--- src/rtl/shift_sequencer.sv ---
// shift_sequencer: bit-serial ARM-style barrel shifter, one shift step per clock.
module shift_sequencer (
    input  logic        clk_i,
    input  logic        rst_ni,
    input  logic        start_i,
    input  logic [31:0] operand_i,
    input  logic [11:0] amount_i,
    input  logic [7:0]  rs_i,
    input  logic        iso_i,
    input  logic        reg_shift_i,
    input  logic        cin_i,
    output logic [31:0] out_o,
    output logic        cout_o,
    output logic        busy_o,
    output logic        done_o
);

    typedef enum logic [1:0] {IDLE, SHIFT, DONE} state_t;
    typedef enum logic [2:0] {OP_LSL, OP_LSR, OP_ASR, OP_ROR, OP_RRX} op_t;

    state_t      state_q;
    op_t         op_q, op_d;
    logic [31:0] w_q, w_d, w_step;
    logic        c_q, c_d, c_step;
    logic [5:0]  n_q, n_d, n_imm, n_reg;
    logic        busy_q, done_q;
    logic [4:0]  imm_n;
    logic [1:0]  typ;

    assign imm_n = amount_i[11:7];
    assign typ   = amount_i[6:5];

    // Step count is saturated here so the 6-bit counter never has to wrap.
    always_comb begin
        n_imm = (typ == 2'd0) ? {1'b0, imm_n} :
                (typ == 2'd3) ? ((imm_n == 5'd0) ? 6'd1 : {1'b0, imm_n}) :
                ((imm_n == 5'd0) ? 6'd32 : {1'b0, imm_n});
        n_reg = (rs_i == 8'd0) ? 6'd0 :
                (typ == 2'd3) ? ((rs_i[4:0] == 5'd0) ? 6'd32 : {1'b0, rs_i[4:0]}) :
                (typ == 2'd2) ? ((rs_i > 8'd32) ? 6'd32 : rs_i[5:0]) :
                ((rs_i > 8'd33) ? 6'd33 : rs_i[5:0]);
        n_d  = iso_i ? {1'b0, amount_i[11:8], 1'b0} : (reg_shift_i ? n_reg : n_imm);
        w_d  = iso_i ? {24'b0, amount_i[7:0]} : operand_i;
        c_d  = cin_i;
        op_d = iso_i ? OP_ROR :
               (!reg_shift_i && typ == 2'd3 && imm_n == 5'd0) ? OP_RRX : op_t'({1'b0, typ});
    end

    always_comb begin
        w_step = (op_q == OP_LSL) ? {w_q[30:0], 1'b0} :
                 (op_q == OP_LSR) ? {1'b0, w_q[31:1]} :
                 (op_q == OP_ASR) ? {w_q[31], w_q[31:1]} :
                 (op_q == OP_ROR) ? {w_q[0], w_q[31:1]} :
                 {c_q, w_q[31:1]};
        c_step = (op_q == OP_LSL) ? w_q[31] : w_q[0];
    end

    always_ff @(posedge clk_i) begin
        if (!rst_ni) begin
            state_q <= IDLE;
            op_q    <= OP_LSL;
            w_q     <= 32'd0;
            c_q     <= 1'b0;
            n_q     <= 6'd0;
            busy_q  <= 1'b0;
            done_q  <= 1'b0;
        end else begin
            case (state_q)
                IDLE: begin
                    done_q <= 1'b0;
                    if (start_i) begin
                        w_q     <= w_d;
                        c_q     <= c_d;
                        n_q     <= n_d;
                        op_q    <= op_d;
                        state_q <= (n_d != 6'd0) ? SHIFT : DONE;
                        busy_q  <= (n_d != 6'd0);
                        done_q  <= (n_d == 6'd0);
                    end
                end
                SHIFT: begin
                    w_q     <= w_step;
                    c_q     <= c_step;
                    n_q     <= n_q - 6'd1;
                    state_q <= (n_q == 6'd1) ? DONE : SHIFT;
                    busy_q  <= (n_q != 6'd1);
                    done_q  <= (n_q == 6'd1);
                end
                default: begin
                    state_q <= IDLE;
                    busy_q  <= 1'b0;
                    done_q  <= 1'b0;
                end
            endcase
        end
    end

    assign out_o  = w_q;
    assign cout_o = c_q;
    assign busy_o = busy_q;
    assign done_o = done_q;

endmodule
--- config.mk ---
export PLATFORM = sky130hd
export DESIGN_NAME = shift_sequencer
export DESIGN_NICKNAME = d
export VERILOG_FILES = /design/src/rtl/shift_sequencer.sv
export SDC_FILE = /design/constraint.sdc
export NUM_CORES = 1
export LEC_CHECK = 0
export BUFFER_PORTS_ARGS = -buffer_cell sky130_fd_sc_hd__buf_2
export CORE_MARGIN = 3
export CORE_UTILIZATION = 55
export CTS_CLUSTER_SIZE = 12
export DETAILED_ROUTE_END_ITERATION = 10
export PLACE_DENSITY = 0.88
export SLEW_MARGIN = 40
export SYNTH_ARGS = -nofsm -noshare
export SYNTH_HDL_FRONTEND = slang
export SYNTH_SLANG_ARGS = --single-unit
--- constraint.sdc ---
create_clock -name clk_i -period 2.9 [get_ports clk_i]
set_input_delay 0.29 -clock clk_i [delete_from_list [all_inputs] [get_ports clk_i]]
set_output_delay 0.29 -clock clk_i [all_outputs]
set_load 0.02 [all_outputs]
==> results of run 1 <==
-- cells by family (layout without fill, tap and decap cells) --
group | Yosys count | after routing | synth area share, %
simple gates | 119 | 119 | 21.5
compound gates | 112 | 112 | 25.7
flops | 45 | 45 | 30.7
mux | 39 | 39 | 14.6
buf+inv | 37 | 114 | 5.93
fa+ha+maj | 2 | 2 | 0.853
xor+xnor | 2 | 2 | 0.598
-- worst max-delay path by stage --
stage	end
global route	out_o[17]
detailed placement	out_o[18]
global placement	state_q[1]
finish	out_o[18]
floorplan	cout_o
CTS	out_o[18]
-- cell type report --
cell class	count	area share, %
clock inverter	1	0.215
inverter	7	0.752
timing repair buffer	100	14.9
sequential	45	25.8
clock buffer	6	2.36
tap	67	2.40
multi-input combinational	274	53.6
-- power groups by stage --
stage          registers [W]  clock network (W)  logic, W
2_1_floorplan       0.000817                  0  0.000384
3_3_place_gp        0.000766                  0  0.000596
3_5_place_dp        0.000771                  0  0.000612
4_1_cts             0.000756           0.000402  0.000616
5_1_grt             0.000768           0.000431  0.000680
6_report            0.000757           0.000398  0.000618
-- registers in the layout, indices dropped and copies added, names as in the netlist --
name,cells
cout_o,1
done_o,1
op_q,3
state_q,2
out_o,32
n_q,6
-- through the flow --
step                      total power [W]  util, %  area, um2  instances  hold slack (ns)
after floorplan                   0.00120        -       2930        356            0.444
after global placement            0.00136     68.8       3400        493            0.474
after detailed placement          0.00138     68.8       3400        493            0.477
after CTS                         0.00177     70.7       3490        500            0.279
after global routing              0.00188     70.7       3490        500            0.299
final                             0.00177     70.7       3490        500            0.288
-- metal layers --
metal / vias up / track usage [%] / routed length, um
met5: - / 0 / 0
met4: 0 / 10.8 / 177
met2: 125 / 39.5 / 3600
met1: 1407 / 34.3 / 3490
met3: 16 / 4.54 / 512
li1: 1477 / - / -
-- placed cells by master, fill, tap and decap left out, drive strengths merged, types with 7 or more instances in the layout --
master,count
a211oi,26
nand3,7
nor2,40
a31oi,7
o211ai,9
mux2i,8
a21oi,36
nand2,25
o21ai,9
buf,100
dfxtp,45
mux2,31
nor3b,27
-- synthesized netlist by cell type, drive strengths merged (8+ instances only) --
| master | count | area (um2) |
|---|---|---|
| mux2i | 8 | 80.1 |
| nor2 | 40 | 150 |
| o21ai | 9 | 45.0 |
| a21oi | 36 | 180 |
| a211oi | 26 | 195 |
| buf | 12 | 80.1 |
| dfxtp | 45 | 901 |
| clkbuf | 18 | 67.6 |
| mux2 | 31 | 349 |
| o211ai | 9 | 67.6 |
| nor3b | 27 | 203 |
| nand2 | 25 | 93.8 |
-- worst reg2reg max path, cell delays in order (launching register included) --
cell and delay, ns:
sky130_fd_sc_hd__dfxtp_1 0.44, sky130_fd_sc_hd__nor2b_4 0.51, sky130_fd_sc_hd__buf_4 0.40, sky130_fd_sc_hd__a21oi_1 0.15
sky130_fd_sc_hd__a211oi_1 0.28
==> results.toml, run 1 <==
[timing]
clock.fmax_mhz = 539
slew_headroom_pct = 47.6
fin_skew_ns = 0.00921
timing.final.ws_setup_ns = 1.04
post-route-period-util_pct = 64.0
grt_setup_unrepaired = "no"
setup_tns_ns = 0
final-hold-violation-count = 0
clock_period_minus_final_worst_setup_slack_ns = 1.86
setup_viol = 0
drv_slew = 0
worst_slew_pin_slew_ns = 0.786

[synth]
synth.ff_latch_count = 45
synth.avg_cell_area_um2 = 8.23
netlist-cell-type-count = 53
synth_seq_area_share_pct = 30.7
async_reset_ff_share_pct = 0
synth_warnings = 0
ys_dominant_reg_cell = "sky130_fd_sc_hd__dfxtp_1"
synthesized_cell_area_um2 = 2930
mapped_nets = 416
synthCells = 356
number_of_enable_type_register_cells_in_the_synthesized_netlist = 0

[place]
pre_cts_slack_ns = 1.07
final_gp_congestion = 0.891
placement.io_buffers = 92
hpwlAfterDp_mm = 5.71

[power]
total_switching_power_w = 0.000636
internal-power_w = 0.00114
comb_power_share_pct = 34.9
leakagePower_nw = 1.50
p_sw_share_pct = 35.8
power_frac_seq_pct = 42.7
clockPowerShare_pct = 22.5
p_per_area_nw_per_um2 = 508
ir_worst_vdd_uv = 211

[clock_network]
cts.hold.buffers_added = 0
cts.htree.levels = 2
tritoncts.num_buffers = 5
path_clk_slew_ns = 0.08
clock_path_buffers = 2
cts_repair_resize_count = 0
post_cts.repair.setup_buffers = 0
tritoncts = "built"
cts-root-buf = "sky130_fd_sc_hd__clkbuf_8"
clock_insertion_delay_worst_skew_ns = 0.30
clock_sink_count = 45

[global_routing]
globalRouteOverflowTotal = 0
grt_antenna_before_repair = 0
largest_net_degree_at_the_start_of_global_routing = 37
track_usage_pct = 25.3
vias_in_the_first_global_route = 2815
global_route_wire_length_before_repair_mm = 12.9

[hold_path]
hold_path_class = "in -> reg"
timing.hold.worst_endpoint = "out_o[31]"
min_path_cells = 3
hp-start = "operand_i[31]"

[final_layout]
filler_cell_count = 411
layout-area-overhead-vs-synth_pct = 19.1
drive_above_1_share_pct = 32.8
nets = 493
final-seq-area_um2 = 901
n_antenna_cell = 0
multiInputGateArea_um2 = 1870

[floorplanning]
die_h_um = 79.0
die_area_um2 = 6240
ioPinCount = 93
core_region_area_um2 = 4940
floorplan.die.width_um = 79.0
start_util_pct = 59.3
std_cell_rows = 25

[route]
route.vias.total = 3025
ant_nets = 0
wirelength_mm = 7.79
vias_per_cell = 6.05
first_pass_iters = 4
initialDrtViolationCount = 206
post_drt_wl_per_cell_um = 15.6
remaining_drc_errors = 0

[critical_path]
timing.critical_path.arrival_ns = 2.06
timing.critical_path.buf_inv = 1
worst-r2r-cell-count = 4
crit_fanout = 30
worst_setup_path_end_kind = "register"
slowest_stage = "sky130_fd_sc_hd__nor2b_4"
worstReg2RegStart = "state_q[0]"
critPathTopFamily = "simple AND/OR/NAND/NOR gates"
rrSetupSlack_ns = 1.04
cp.depth = 4
critical_path.cell_chain = "nor2b_4 -> buf_4 -> a21oi_1 -> a211oi_1"
worst_setup_path_startpoint = "state_q[0]"
worstSetupStartpointType = "register"
worst_ep_required_time_ns = 3.11
criticalPathCategory = "reg -> reg"
critical_path.reg2reg.endpoint = "out_o[18]"
worst_path_largest_cell_delay_ns = 0.51

[outcome]
status = "completed"

[flow_run]
drv_cap = 0
Power figures use the tool's default switching activity.
==> run 2: changes to the inputs <==
--- a/config.mk
+++ b/config.mk
@@ -7,10 +7,10 @@
 export LEC_CHECK = 0
 export BUFFER_PORTS_ARGS = -buffer_cell sky130_fd_sc_hd__buf_2
 export CORE_MARGIN = 3
-export CORE_UTILIZATION = 55
+export CORE_UTILIZATION = 51
 export CTS_CLUSTER_SIZE = 12
 export DETAILED_ROUTE_END_ITERATION = 10
-export PLACE_DENSITY = 0.88
+export PLACE_DENSITY = 0.83
 export SLEW_MARGIN = 40
 export SYNTH_ARGS = -nofsm -noshare
 export SYNTH_HDL_FRONTEND = slang
==> constraint.sdc (replaced) <==
create_clock -name clk_i -period 1.8 [get_ports clk_i]
set_input_delay 0.18 -clock clk_i [delete_from_list [all_inputs] [get_ports clk_i]]
set_output_delay 0.18 -clock clk_i [all_outputs]
set_load 0.02 [all_outputs]
==> results.toml, run 2 (synthesized netlist as in run 1, its figures left out) <==
[global_routing]
vias_in_the_first_global_route = 2721
met3_usage_pct = 5.48
track_usage_pct = 23.5
globalRouteOverflowTotal = 0
grt.met1_usage_pct = 32.0
global_route_wire_length_before_repair_mm = 12.6
grt_use_met2_pct = 38.0
grt_antenna_before_repair = 0
largest_net_degree_at_the_start_of_global_routing = 35
grt-busiest-layer = "met2"

[route]
post_drt_wl_per_cell_um = 15.3
first_pass_iters = 5
route.vias.total = 2977
wirelength_mm = 7.74
initialDrtViolationCount = 188
remaining_drc_errors = 0
ant_nets = 0
vias_per_cell = 5.87

[hold_path]
hold_path_class = "in -> reg"
hp-start = "operand_i[31]"

[floorplanning]
start_util_pct = 54.9
floorplan.die.width_um = 81.8
die_area_um2 = 6690
core_region_area_um2 = 5340
ioPinCount = 93
std_cell_rows = 26
die_h_um = 81.8

[critical_path]
worst_ep_required_time_ns = 1.97
worst-r2r-cell-count = 5
timing.critical_path.arrival_ns = 1.77
rrSetupSlack_ns = 0.20
worst_setup_endpoint = "out_o[17]"
worstReg2RegStart = "op_q[0]"
worstSetupStartpointType = "register"
crit_fanout = 30
worst_setup_path_end_kind = "register"
criticalPathCategory = "reg -> reg"
worst_setup_path_startpoint = "op_q[0]"
critical_path.reg2reg.endpoint = "out_o[17]"

[clock_network]
clock_path_buffers = 2
cts.hold.buffers_added = 0
path_clk_slew_ns = 0.09
tritoncts.num_buffers = 5
clock_insertion_delay_worst_skew_ns = 0.29
cts_repair_resize_count = 0
post_cts.repair.setup_buffers = 0
cts.htree.levels = 2
tritoncts = "built"
cts-root-buf = "sky130_fd_sc_hd__clkbuf_8"
clock_sink_count = 45

[final_layout]
mostFrequentLayoutCells = "sky130_fd_sc_hd__buf_2 (92), sky130_fd_sc_hd__dfxtp_1 (45), sky130_fd_sc_hd__nor2_1 (40), sky130_fd_sc_hd__a21oi_1 (36)"
final-seq-area_um2 = 901
n_antenna_cell = 0
largest_register_ff_count = 32
filler_cell_count = 449
layout-area-overhead-vs-synth_pct = 22.0
design_area_um2 = 3580
drive_above_1_share_pct = 33.2
nets = 496
multiInputGateArea_um2 = 1870
layout_commonest_cell = "sky130_fd_sc_hd__buf_2"

[flow_run]
drv_cap = 0

[timing]
final-hold-violation-count = 0
setup_viol = 0
grt_setup_unrepaired = "no"
clock.fmax_mhz = 625
slew_headroom_pct = 69.6
fin_skew_ns = 0.0103
worst_slew_pin_slew_ns = 0.452
clock_period_minus_final_worst_setup_slack_ns = 1.60
setup_tns_ns = 0
drv_slew = 0
post-route-period-util_pct = 88.9

[power]
leakagePower_nw = 1.54
p_per_area_nw_per_um2 = 840
ir_worst_vdd_uv = 446
clockPowerShare_pct = 25.1
p_sw_share_pct = 34.3
comb_power_share_pct = 34.1
total_switching_power_w = 0.00103
internal-power_w = 0.00197
power_frac_seq_pct = 40.7

[place]
placement.io_buffers = 92
final_gp_congestion = 0.828
dpl_cell_area_um2 = 3470
hpwlAfterDp_mm = 5.79

[outcome]
status = "completed"
## run 2: cell types whose count changed in the layout (fill, tap and decap cells not counted)
| cell | previous run | this run |
|---|---|---|
| sky130_fd_sc_hd__bufinv_16 | 0 | 1 |
| sky130_fd_sc_hd__buf_12 | 0 | 3 |
| sky130_fd_sc_hd__clkbuf_8 | 6 | 5 |
| sky130_fd_sc_hd__clkinv_4 | 0 | 1 |
| sky130_fd_sc_hd__clkinvlp_4 | 1 | 0 |
| sky130_fd_sc_hd__clkbuf_1 | 0 | 1 |
## run 2: power by group through the flow
stage | Sequential, W | Clock (W) | Combinational, W
2_1_floorplan | 0.00132 | 0 | 0.000619
3_3_place_gp | 0.00124 | 0 | 0.000996
3_5_place_dp | 0.00124 | 0 | 0.00103
4_1_cts | 0.00122 | 0.000774 | 0.00103
5_1_grt | 0.00124 | 0.000806 | 0.00114
6_report | 0.00122 | 0.000755 | 0.00103
## run 2: area by class of cell
type | count | area share [%]
Clock buffer | 6 | 2.03
Clock inverter | 2 | 1.08
Inverter | 7 | 0.735
Timing Repair Buffer | 103 | 16.2
Tap cell | 70 | 2.45
Sequential cell | 45 | 25.2
Multi-Input combinational cell | 274 | 52.3
## run 2: worst min path at each step
| stage | to | slack, ns | cells past startpoint |
|---|---|---|---|
| 2_1_floorplan | n_q[1] | 0.33 | 2 |
| 3_3_place_gp | out_o[31] | 0.47 | 3 |
| 3_5_place_dp | out_o[31] | 0.47 | 3 |
| 4_1_cts | out_o[31] | 0.15 | 3 |
| 5_1_grt | out_o[31] | 0.16 | 3 |
| 6_report | out_o[31] | 0.16 | 3 |
## run 2: routing by layer
layer | vias to the layer above | part of all wire [%]
met5 | - | 0
met4 | 0 | 0.53
met3 | 4 | 7.4
met2 | 96 | 47
met1 | 1394 | 45
li1 | 1483 | -
## run 2: worst max-delay path, stage by stage, from the launching register on
cell and delay (ns):
sky130_fd_sc_hd__dfxtp_1 0.37, sky130_fd_sc_hd__nor3_4 0.27, sky130_fd_sc_hd__buf_12 0.24, sky130_fd_sc_hd__mux2_2 0.35
sky130_fd_sc_hd__a21oi_1 0.16, sky130_fd_sc_hd__a211oi_1 0.09
## run 2: metrics by stage
step / worst slack (ns) / cells / total power [W] / hold slack, ns / utilization, %
finish: 0.199 / 507 / 0.00300 / 0.156 / 67.0
global route: 0.0669 / 507 / 0.00318 / 0.164 / 67.0
CTS: 0.196 / 507 / 0.00302 / 0.152 / 67.0
detailed placement: 0.138 / 499 / 0.00227 / 0.473 / 65.0
global placement: 0.163 / 499 / 0.00223 / 0.467 / 65.0
floorplan: 0.196 / 356 / 0.00194 / 0.334 / -
==> run 3: changes to the inputs <==
--- a/config.mk
+++ b/config.mk
@@ -11,6 +11,7 @@
 export CTS_CLUSTER_SIZE = 12
 export DETAILED_ROUTE_END_ITERATION = 10
 export PLACE_DENSITY = 0.83
+export REMOVE_ABC_BUFFERS = 1
 export SLEW_MARGIN = 40
 export SYNTH_ARGS = -nofsm -noshare
 export SYNTH_HDL_FRONTEND = slang
==> results.toml, run 3 (synthesized netlist as in run 1, its figures left out) <==
[outcome]
status = "completed"

[global_routing]
grt.met1_usage_pct = 29.3
met3_usage_pct = 3.62
track_usage_pct = 23.8
global_route_wire_length_before_repair_mm = 12.7
largest_net_degree_at_the_start_of_global_routing = 48
grt-busiest-layer = "met2"
globalRouteOverflowTotal = 0
vias_in_the_first_global_route = 2772
grt_antenna_before_repair = 0
grt_use_met2_pct = 42.5

[final_layout]
mostFrequentLayoutCells = "sky130_fd_sc_hd__buf_2 (92), sky130_fd_sc_hd__dfxtp_1 (45), sky130_fd_sc_hd__nor2_1 (40), sky130_fd_sc_hd__a21oi_1 (36)"
n_antenna_cell = 0
drive_above_1_share_pct = 33.3
fin_cells = 506
layout_commonest_cell = "sky130_fd_sc_hd__buf_2"
layout-area-overhead-vs-synth_pct = 21.3
post-route-util_pct = 66.7
largest_register_ff_count = 32
nets = 496

[clock_network]
clock_sink_count = 45
post_cts.repair.setup_buffers = 0
cts-root-buf = "sky130_fd_sc_hd__clkbuf_8"
tritoncts.num_buffers = 5
cts.htree.levels = 2
cts.hold.buffers_added = 0
tritoncts = "built"
clock_path_buffers = 2
clock_insertion_delay_worst_skew_ns = 0.30
cts_repair_resize_count = 0
path_clk_slew_ns = 0.08

[timing]
grt_setup_unrepaired = "no"
timing.final.ws_setup_ns = 0.191
setup_viol = 0
drv_slew = 0
clock_period_minus_final_worst_setup_slack_ns = 1.61
worst_slew_pin_slew_ns = 0.535
final-hold-violation-count = 0
fin_skew_ns = 0.00826
clock.fmax_mhz = 621
post-route-period-util_pct = 89.4
setup_tns_ns = 0
slew_headroom_pct = 64.2

[critical_path]
slowest_stage = "sky130_fd_sc_hd__dfxtp_1"
timing.critical_path.arrival_ns = 1.79
criticalPathCategory = "reg -> reg"
worst_path_largest_cell_delay_ns = 0.37
crit_fanout = 26
worst_setup_path_end_kind = "register"
worst_ep_required_time_ns = 1.98
critical_path.cell_chain = "nor3_4 -> buf_12 -> mux2_2 -> o211ai_1 -> a21oi_1"
worstSetupStartpointType = "register"

[power]
p_sw_share_pct = 35.3
internal-power_w = 0.00186
total_switching_power_w = 0.00102
clockPowerShare_pct = 21.9
p_per_area_nw_per_um2 = 810
comb_power_share_pct = 35.9
leakagePower_nw = 1.53
power_frac_seq_pct = 42.2
ir_worst_vdd_uv = 417

[route]
remaining_drc_errors = 0
post_drt_wl_per_cell_um = 15.4
first_pass_iters = 4
wirelength_mm = 7.81
ant_nets = 0
initialDrtViolationCount = 118
vias_per_cell = 5.83
route.vias.total = 2950

[floorplanning]
core_region_area_um2 = 5340
die_area_um2 = 6690
die_h_um = 81.8
ioPinCount = 93
floorplan.die.width_um = 81.8
start_util_pct = 54.9
std_cell_rows = 26

[place]
placed_cells = 499
placement.io_buffers = 92
hpwlAfterDp_mm = 5.78
pre_cts_slack_ns = 0.172
final_gp_congestion = 0.910

[hold_path]
hold_path_class = "in -> reg"

[flow_run]
drv_cap = 0
## run 3: cell types whose count changed in the layout (fill, tap and decap cells not counted), sizes merged
cell      change
clkinv        -1
clkinvlp      +1
bufinv        -1
## run 3: worst paths after layout
kind / from / end / slack, ns / cells past startpoint
setup / recovery: op_q[0] / out_o[4] / 0.19 / 5
hold / removal: amount_i[9] / n_q[2] / 0.18 / 3
setup reg to reg: op_q[0] / out_o[4] / 0.19 / 5
hold reg to reg: out_o[6] / out_o[6] / 0.49 / 2
## run 3: worst max-delay path, delay by kind of cell (launching register included)
family,cells,cell delay (ns)
buffers and inverters,1,0.22
AOI/OAI and AO/OA,2,0.28
DFF,1,0.37
muxes,1,0.35
and+or+nand+nor,1,0.27
## run 3: metal layers
layer / routed length (um) / up-vias
li1: - / 1487
met1: 3400 / 1372
met2: 3920 / 84
met3: 389 / 7
met4: 102 / 0
met5: 0 / -
## run 3: metrics by stage
step                hold slack, ns  area (um2)  power (W)
floorplan                    0.298        2780    0.00188
global placement             0.472        3470    0.00223
detailed placement           0.482        3470    0.00226
CTS                          0.173        3560    0.00289
global route                 0.175        3560    0.00305
finish                       0.180        3560    0.00288
## run 3: cell type report
cell class,instances,area [um2]
multi-input combinational,274,1870
fill,476,1780
sequential,45,901
timing repair buffer,103,581
tap,70,87.6
clock buffer,6,82.6
inverter,7,26.3
clock inverter,1,7.51
## run 3: power groups by stage
stage               Combinational [W]  Sequential, W  Clock, W
floorplan                    0.000559        0.00132         0
global placement              0.00100        0.00123         0
detailed placement            0.00103        0.00124         0
CTS                           0.00104        0.00121  0.000642
global route                  0.00114        0.00123  0.000684
finish                        0.00103        0.00122  0.000631
